## config.mk

```make
export PLATFORM = sky130hd
export DESIGN_NAME = usb_piso_tr_arbiter
export DESIGN_NICKNAME = d
export VERILOG_FILES = /design/src/rtl/usb_piso_tr_arbiter_pkg.sv /design/src/rtl/usb_rr_arbiter.sv /design/src/rtl/usb_piso_tr_arbiter.sv
export SDC_FILE = /design/constraint.sdc
export NUM_CORES = 1
export LEC_CHECK = 0
export ABC_AREA = 1
export ABC_CLOCK_PERIOD_IN_PS = 5100
export CAP_MARGIN = 10
export CELL_PAD_IN_SITES_DETAIL_PLACEMENT = 0
export CELL_PAD_IN_SITES_GLOBAL_PLACEMENT = 2
export CORE_MARGIN = 2
export CORE_UTILIZATION = 27
export DETAILED_ROUTE_END_ITERATION = 12
export MAX_ROUTING_LAYER = met4
export PLACE_DENSITY = 0.82
export SLEW_MARGIN = 20
export SYNTH_ARGS = -nofsm -noshare
export SYNTH_HDL_FRONTEND = slang
export SYNTH_SLANG_ARGS = --single-unit
export TNS_END_PERCENT = 50
```

## constraint.sdc

```tcl
create_clock -name clk -period 5.1 [get_ports clk]
set_input_delay 1.02 -clock clk [delete_from_list [all_inputs] [get_ports clk]]
set_output_delay 1.02 -clock clk [all_outputs]
set_load 0.02 [all_outputs]
```

## src/rtl/usb_piso_tr_arbiter_pkg.sv

```systemverilog
// Shared types and constants for the PISO-to-USB_TR arbiter.
// Holds the request-type width, the FSM state encoding and the index-width helper.
package usb_piso_tr_arbiter_pkg;

  localparam int REQUEST_SERIAL_DATA_TYPE_WIDTH = 2;

  typedef enum logic [1:0] {
    USB_ARB_IDLE    = 2'd0,
    USB_ARB_GRANTED = 2'd1,
    USB_ARB_ACTIVE  = 2'd2
  } usb_arb_state_e;

  // Width of a channel index; a single channel still gets a 1-bit index.
  function automatic int idx_width(input int n);
    return (n > 1) ? $clog2(n) : 1;
  endfunction

endpackage

```

## src/rtl/usb_rr_arbiter.sv

```systemverilog
// Combinational winner selection: round-robin from a pointer, or fixed
// priority with index 0 highest.
module usb_rr_arbiter
  import usb_piso_tr_arbiter_pkg::*;
#(
  parameter int N = 4,
  localparam int GW = idx_width(N)
) (
  input  logic [N-1:0]  req,
  input  logic [GW-1:0] ptr,
  input  logic          rr_mode,
  output logic [GW-1:0] winner,
  output logic          valid
);

  logic [GW-1:0] cand;

  // Scan from the farthest offset down so the nearest requester is written last.
  always_comb begin
    winner = '0;
    cand   = '0;
    valid  = |req;
    for (int k = N - 1; k >= 0; k--) begin
      if (rr_mode) begin
        cand = GW'((int'(ptr) + k) % N);
      end else begin
        cand = GW'(k);
      end
      if (req[cand]) begin
        winner = cand;
      end
    end
  end

endmodule

```

## src/rtl/usb_piso_tr_arbiter.sv

```systemverilog
// N PISO serialisers sharing one USB_TR: grant locked for a whole transfer,
// registered data path back to USB_TR, and a stall watchdog.
module usb_piso_tr_arbiter
  import usb_piso_tr_arbiter_pkg::*;
#(
  parameter int NUMBER_OF_PISO = 4,
  parameter int REQ_TYPE_WIDTH = REQUEST_SERIAL_DATA_TYPE_WIDTH,
  parameter int RR_MODE        = 1,
  parameter int TIMEOUT_CYCLES = 1024,
  localparam int GW = idx_width(NUMBER_OF_PISO)
) (
  input  logic                                     clk,
  input  logic                                     rst_n,
  input  logic [NUMBER_OF_PISO-1:0]                piso_data_out,
  input  logic [NUMBER_OF_PISO-1:0]                piso_data_val,
  input  logic [NUMBER_OF_PISO-1:0]                piso_data_last,
  input  logic [NUMBER_OF_PISO-1:0]                piso_serial_data_avail,
  output logic [NUMBER_OF_PISO-1:0]                piso_request_serial_data,
  output logic [NUMBER_OF_PISO*REQ_TYPE_WIDTH-1:0] piso_request_serial_data_type,
  output logic                                     usb_tr_piso_data_out,
  output logic                                     usb_tr_piso_data_val,
  output logic                                     usb_tr_piso_data_last,
  output logic                                     usb_tr_piso_serial_data_avail,
  input  logic                                     usb_tr_request_serial_data,
  input  logic [REQ_TYPE_WIDTH-1:0]                usb_tr_request_serial_data_type,
  output logic [GW-1:0]                            grant_idx,
  output logic                                     busy,
  output logic                                     timeout_err
);

  localparam int CW = (TIMEOUT_CYCLES > 1) ? $clog2(TIMEOUT_CYCLES) : 1;
  localparam logic [GW-1:0] LAST_IDX = GW'(NUMBER_OF_PISO - 1);

  usb_arb_state_e state_reg, state_next;
  logic [GW-1:0]  grant_idx_reg, grant_idx_next;
  logic [GW-1:0]  rr_ptr_reg, rr_ptr_next;
  logic [CW-1:0]  wd_cnt_reg, wd_cnt_next;
  logic           data_out_reg, data_val_reg, data_last_reg;

  logic [GW-1:0]  arb_winner;
  logic           arb_valid;
  logic           owner_val, owner_done, wd_expire, fwd_req;
  logic [GW-1:0]  ptr_adv;

  usb_rr_arbiter #(.N(NUMBER_OF_PISO)) u_arb (
    .req     (piso_serial_data_avail),
    .ptr     (rr_ptr_reg),
    .rr_mode (RR_MODE != 0),
    .winner  (arb_winner),
    .valid   (arb_valid)
  );

  assign owner_val  = piso_data_val[grant_idx_reg];
  assign owner_done = owner_val & piso_data_last[grant_idx_reg];
  assign ptr_adv    = (grant_idx_reg == LAST_IDX) ? '0 : grant_idx_reg + 1'b1;

  // A data-valid cycle never expires, so completion always beats the watchdog.
  assign wd_expire = (TIMEOUT_CYCLES != 0) && (state_reg == USB_ARB_ACTIVE) && !owner_val &&
                     (wd_cnt_reg == CW'(TIMEOUT_CYCLES - 1));

  always_comb begin
    state_next                    = state_reg;
    grant_idx_next                = grant_idx_reg;
    rr_ptr_next                   = rr_ptr_reg;
    wd_cnt_next                   = '0;
    fwd_req                       = 1'b0;
    usb_tr_piso_serial_data_avail = 1'b0;
    case (state_reg)
      USB_ARB_IDLE: begin
        if (arb_valid) begin
          grant_idx_next = arb_winner;
          state_next     = USB_ARB_GRANTED;
        end
      end
      USB_ARB_GRANTED: begin
        usb_tr_piso_serial_data_avail = piso_serial_data_avail[grant_idx_reg];
        fwd_req                       = usb_tr_request_serial_data;
        if (usb_tr_request_serial_data) begin
          state_next = USB_ARB_ACTIVE;
        end else if (!piso_serial_data_avail[grant_idx_reg]) begin
          state_next = USB_ARB_IDLE;
        end
      end
      USB_ARB_ACTIVE: begin
        usb_tr_piso_serial_data_avail = 1'b1;
        fwd_req                       = usb_tr_request_serial_data & ~wd_expire;
        if (owner_done || wd_expire) begin
          state_next = USB_ARB_IDLE;
          if (RR_MODE != 0) begin
            rr_ptr_next = ptr_adv;
          end
        end else if (!owner_val) begin
          wd_cnt_next = wd_cnt_reg + 1'b1;
        end
      end
      default: state_next = USB_ARB_IDLE;
    endcase
  end

  always_ff @(posedge clk or negedge rst_n) begin
    if (!rst_n) begin
      state_reg     <= USB_ARB_IDLE;
      grant_idx_reg <= '0;
      rr_ptr_reg    <= '0;
      wd_cnt_reg    <= '0;
      data_out_reg  <= 1'b0;
      data_val_reg  <= 1'b0;
      data_last_reg <= 1'b0;
    end else begin
      state_reg     <= state_next;
      grant_idx_reg <= grant_idx_next;
      rr_ptr_reg    <= rr_ptr_next;
      wd_cnt_reg    <= wd_cnt_next;
      if (state_reg == USB_ARB_ACTIVE) begin
        data_out_reg  <= piso_data_out[grant_idx_reg];
        data_val_reg  <= owner_val;
        data_last_reg <= piso_data_last[grant_idx_reg];
      end else begin
        data_out_reg  <= 1'b0;
        data_val_reg  <= 1'b0;
        data_last_reg <= 1'b0;
      end
    end
  end

  // Request and type reach the owning channel only.
  for (genvar gi = 0; gi < NUMBER_OF_PISO; gi++) begin : g_route
    logic sel;
    assign sel = fwd_req && (grant_idx_reg == GW'(gi));
    assign piso_request_serial_data[gi] = sel;
    assign piso_request_serial_data_type[gi*REQ_TYPE_WIDTH +: REQ_TYPE_WIDTH] =
      sel ? usb_tr_request_serial_data_type : '0;
  end

  assign usb_tr_piso_data_out  = data_out_reg;
  assign usb_tr_piso_data_val  = data_val_reg;
  assign usb_tr_piso_data_last = data_last_reg;
  assign grant_idx             = grant_idx_reg;
  assign busy                  = (state_reg != USB_ARB_IDLE);
  assign timeout_err           = wd_expire;

endmodule
```

==> reports/qor.csv <==
stage;metric;value;unit
clock_network;Clock Path Buffers;2;
synthesis;top cell type's share of synthesized area;32.8;%
timing;final worst path period share;75.4;%
layout;Post-Layout Cell Count;321;
layout;ANT cells;0;
layout;nets@finish;281;
clock_network;H-tree levels;1;
timing;slew at the pin closest to its max-slew limit;0.850;ns
worst_setup_path;crit-path cells;clkdlybuf4s50_1, nand2_1, nand3_1, nand2_2, nand3_2, nand2_1, nand2_2, nand3_1, nor2_1, clkdlybuf4s50_1;
worst_setup_path;required time worst endpoint;4.08;ns
timing;Final Hold Fails;0;
synthesis;count of different cell masters after synthesis;26;
synthesis;post-synthesis register bit count;19;
synthesis;compound-cell area share of the yosys netlist;8.38;%
place;post-DP HPWL;2870;µm
global_route;Total Routing Usage GR;13.0;%
synthesis;Post-Synth Simple-Gate Area;38.9;%
worst_setup_path;CP max stage delay;0.61;ns
synthesis;mux contribution to synthesized area;0;%
worst_setup_path;Worst EP arrival;2.83;ns
detailed_routing;number of antenna-violating nets in the routed design;0;
synthesis;area leader, netlist;dfrtp_1;
synthesis;XOR/XNOR Fraction of Synth Area;1.81;%
timing;setup_tns;0;ns
place;routability cong.;0.751;
clock_network;clk sinks;19;
layout;commonest non-fill, non-tap cell in the layout;nand2_1;
clock_network;Clk Latency, worst-skew pair;0.25;ns
timing;unrepaired setup endpoints after global routing;no;
synthesis;largest family of logic cells by synthesized area;simple AND/OR/NAND/NOR gates;
synthesis;Syn Std Cell Area;0.00145;mm²
clock_network;Reg clk slew, reported paths;0.07;ns
detailed_routing;drt via density;4.33;
pwr;Pwr Density;396;mW/mm²
worst_setup_path;family with the most delay on the worst path;buffers and inverters;
layout;layout cells sized above 1;7.17;%
global_route;largest net degree at the start of global routing;20;
clock_network;cts hold-fix bufs;0;
die;initial core utilization;28.2;%
die;die area;0.00597;mm²
detailed_routing;final WL;3520;µm
timing;Slew HR;43.1;%
timing;Setup violations, final;0;
worst_setup_path;Worst setup EP type;primary output;
timing;clk_skew;0.00166;ns
place;Placed Area;0.00189;mm²
clock_network;total CTS buffers;3;
die;floorplan core area;0.00514;mm²
layout;most frequent cells in the layout;nand2_1 (59), clkdlybuf4s50_1 (40), inv_1 (29);
synthesis;Seq/Total Area, Yosys;32.8;%
detailed_routing;via count of the routed design;1389;
die;Horiz. Die Dim;77.3;µm
clock_network;CTS root buffer;clkbuf_8;
clock_network;CTS tree;built;
synthesis;post-synthesis adder-cell area fraction;6.91;%
timing;Slew Limit Fails;0;
global_route;number of global-route vias before repair;1397;
die;number of placement rows;26;
worst_setup_path;CP Max Fanout;4;
worst_hold_path;HP Class;reg -> reg;
detailed_routing;1st-iter DRT viols;25;
global_route;first-pass GRT wire length;6240;µm
timing;Final min period;3.85;ns
detailed_routing;DRC viols;0;
clock_network;Setup Buffers After CTS;0;
worst_setup_path;CP max-delay cell;clkdlybuf4s50_1;
synthesis;Yosys warning count;0;
die;Ports;41;
place;# port buffers;40;
die;Die Span Y;77.3;µm
global_route;initial antenna violation count;0;
pwr;LEAKAGE;0.922;nW
worst_setup_path;CP startpoint kind;primary input;
detailed_routing;wire per inst;11.0;µm
layout;area growth from synthesis to layout;33.6;%
pwr;Power Total;0.000766;W
synthesis;syn nets;242;
worst_setup_path;Setup CP Type;in -> out;
synthesis;Area contributors post-synth;dfrtp_1 (33%), nand2_1 (15%), inv_1 (7.5%);
synthesis;Post-Synthesis Cells;213;
synthesis;Synth Area per Inst;6.80;µm²
layout;max reg flops;10;
outcome;outcome;complete, no violations;
pwr;maximum vdd ir drop;0.000150;V
timing;Max Fclk;0.260;GHz
clock_network;post_cts resized;0;
global_route;GRT Residual Overflow;0;
worst_setup_path;Buf/Inv on CP;2;
job;Max-Cap Viols;0;
detailed_routing;first-pass iteration count of the detailed router;4;
place;placed cell count;317;
layout;Post-Layout Inst Area;0.00194;mm²
[final timing paths]
check                                 start                                to  slack [ns]  cells after the start
setup reg to reg               grant_idx[0]                      state_reg[0]        3.38                      9
hold reg to reg               wd_cnt_reg[0]                     wd_cnt_reg[0]        0.46                      1
hold / removal                wd_cnt_reg[0]                     wd_cnt_reg[0]        0.46                      1
min in group asynchronous             rst_n              usb_tr_piso_data_out        1.25                      1
max in group asynchronous             rst_n                      state_reg[1]        3.32                      1
setup / recovery           piso_data_val[3]  piso_request_serial_data_type[7]        1.25                     10
[kinds of logic after synthesis]
logic type,after synthesis
AOI/OAI and AO/OA,22
xor gates and xnor gates,3
adders and majority gates,8
buffers and inverters,37
DFF,19
and+or+nand+nor,124
[per-layer routing]
| metal | vias to the layer above | track usage [%] | wire length, µm |
|---|---|---|---|
| li1 | 743 | - | - |
| met1 | 622 | 16.2 | 1750 |
| met2 | 22 | 22.3 | 1660 |
| met3 | 2 | 2.35 | 88 |
| met4 | 0 | 2.14 | 21 |
| met5 | - | - | 0 |
[power breakdown]
group	total (W)	internal (W)	switching, W
Combinational	0.000433	0.000176	0.000257
Sequential	0.000232	0.000180	0.0000523
Clock	0.000100	0.0000554	0.0000451
[area by class of cell]
cell class                      count  area, µm²
Sequential cell                    19        475
Inverter                           31        116
Fill cell                         600       3200
Tap cell                           70       87.6
Multi-Input combinational cell    157        811
Clock buffer                        4       45.0
Timing Repair Buffer               40        400
[cell usage after synthesis (all sizes together)]
| library cell | count |
|---|---|
| nand2 | 63 |
| inv | 31 |
| nor2 | 29 |
| nand3 | 21 |
| dfrtp | 19 |
| o21ai | 10 |
| a21oi | 8 |
| ha | 8 |
| buf | 6 |
| nand4 | 4 |
| nor3b | 3 |
| xor2 | 3 |
| a31oi | 2 |
| nor3 | 2 |
| or2 | 2 |
| a21boi | 1 |
| o21a | 1 |
[per-stage QoR]
stage	hold slack (ns)	util [%]	setup WS, ns
6_report	0.461	37.7	1.25
5_1_grt	0.501	37.7	1.10
4_1_cts	0.464	37.7	1.24
3_5_place_dp	0.455	36.8	1.24
3_3_place_gp	0.446	36.8	1.23
2_1_floorplan	0.432	-	2.20
Power figures use the tool's default switching activity.
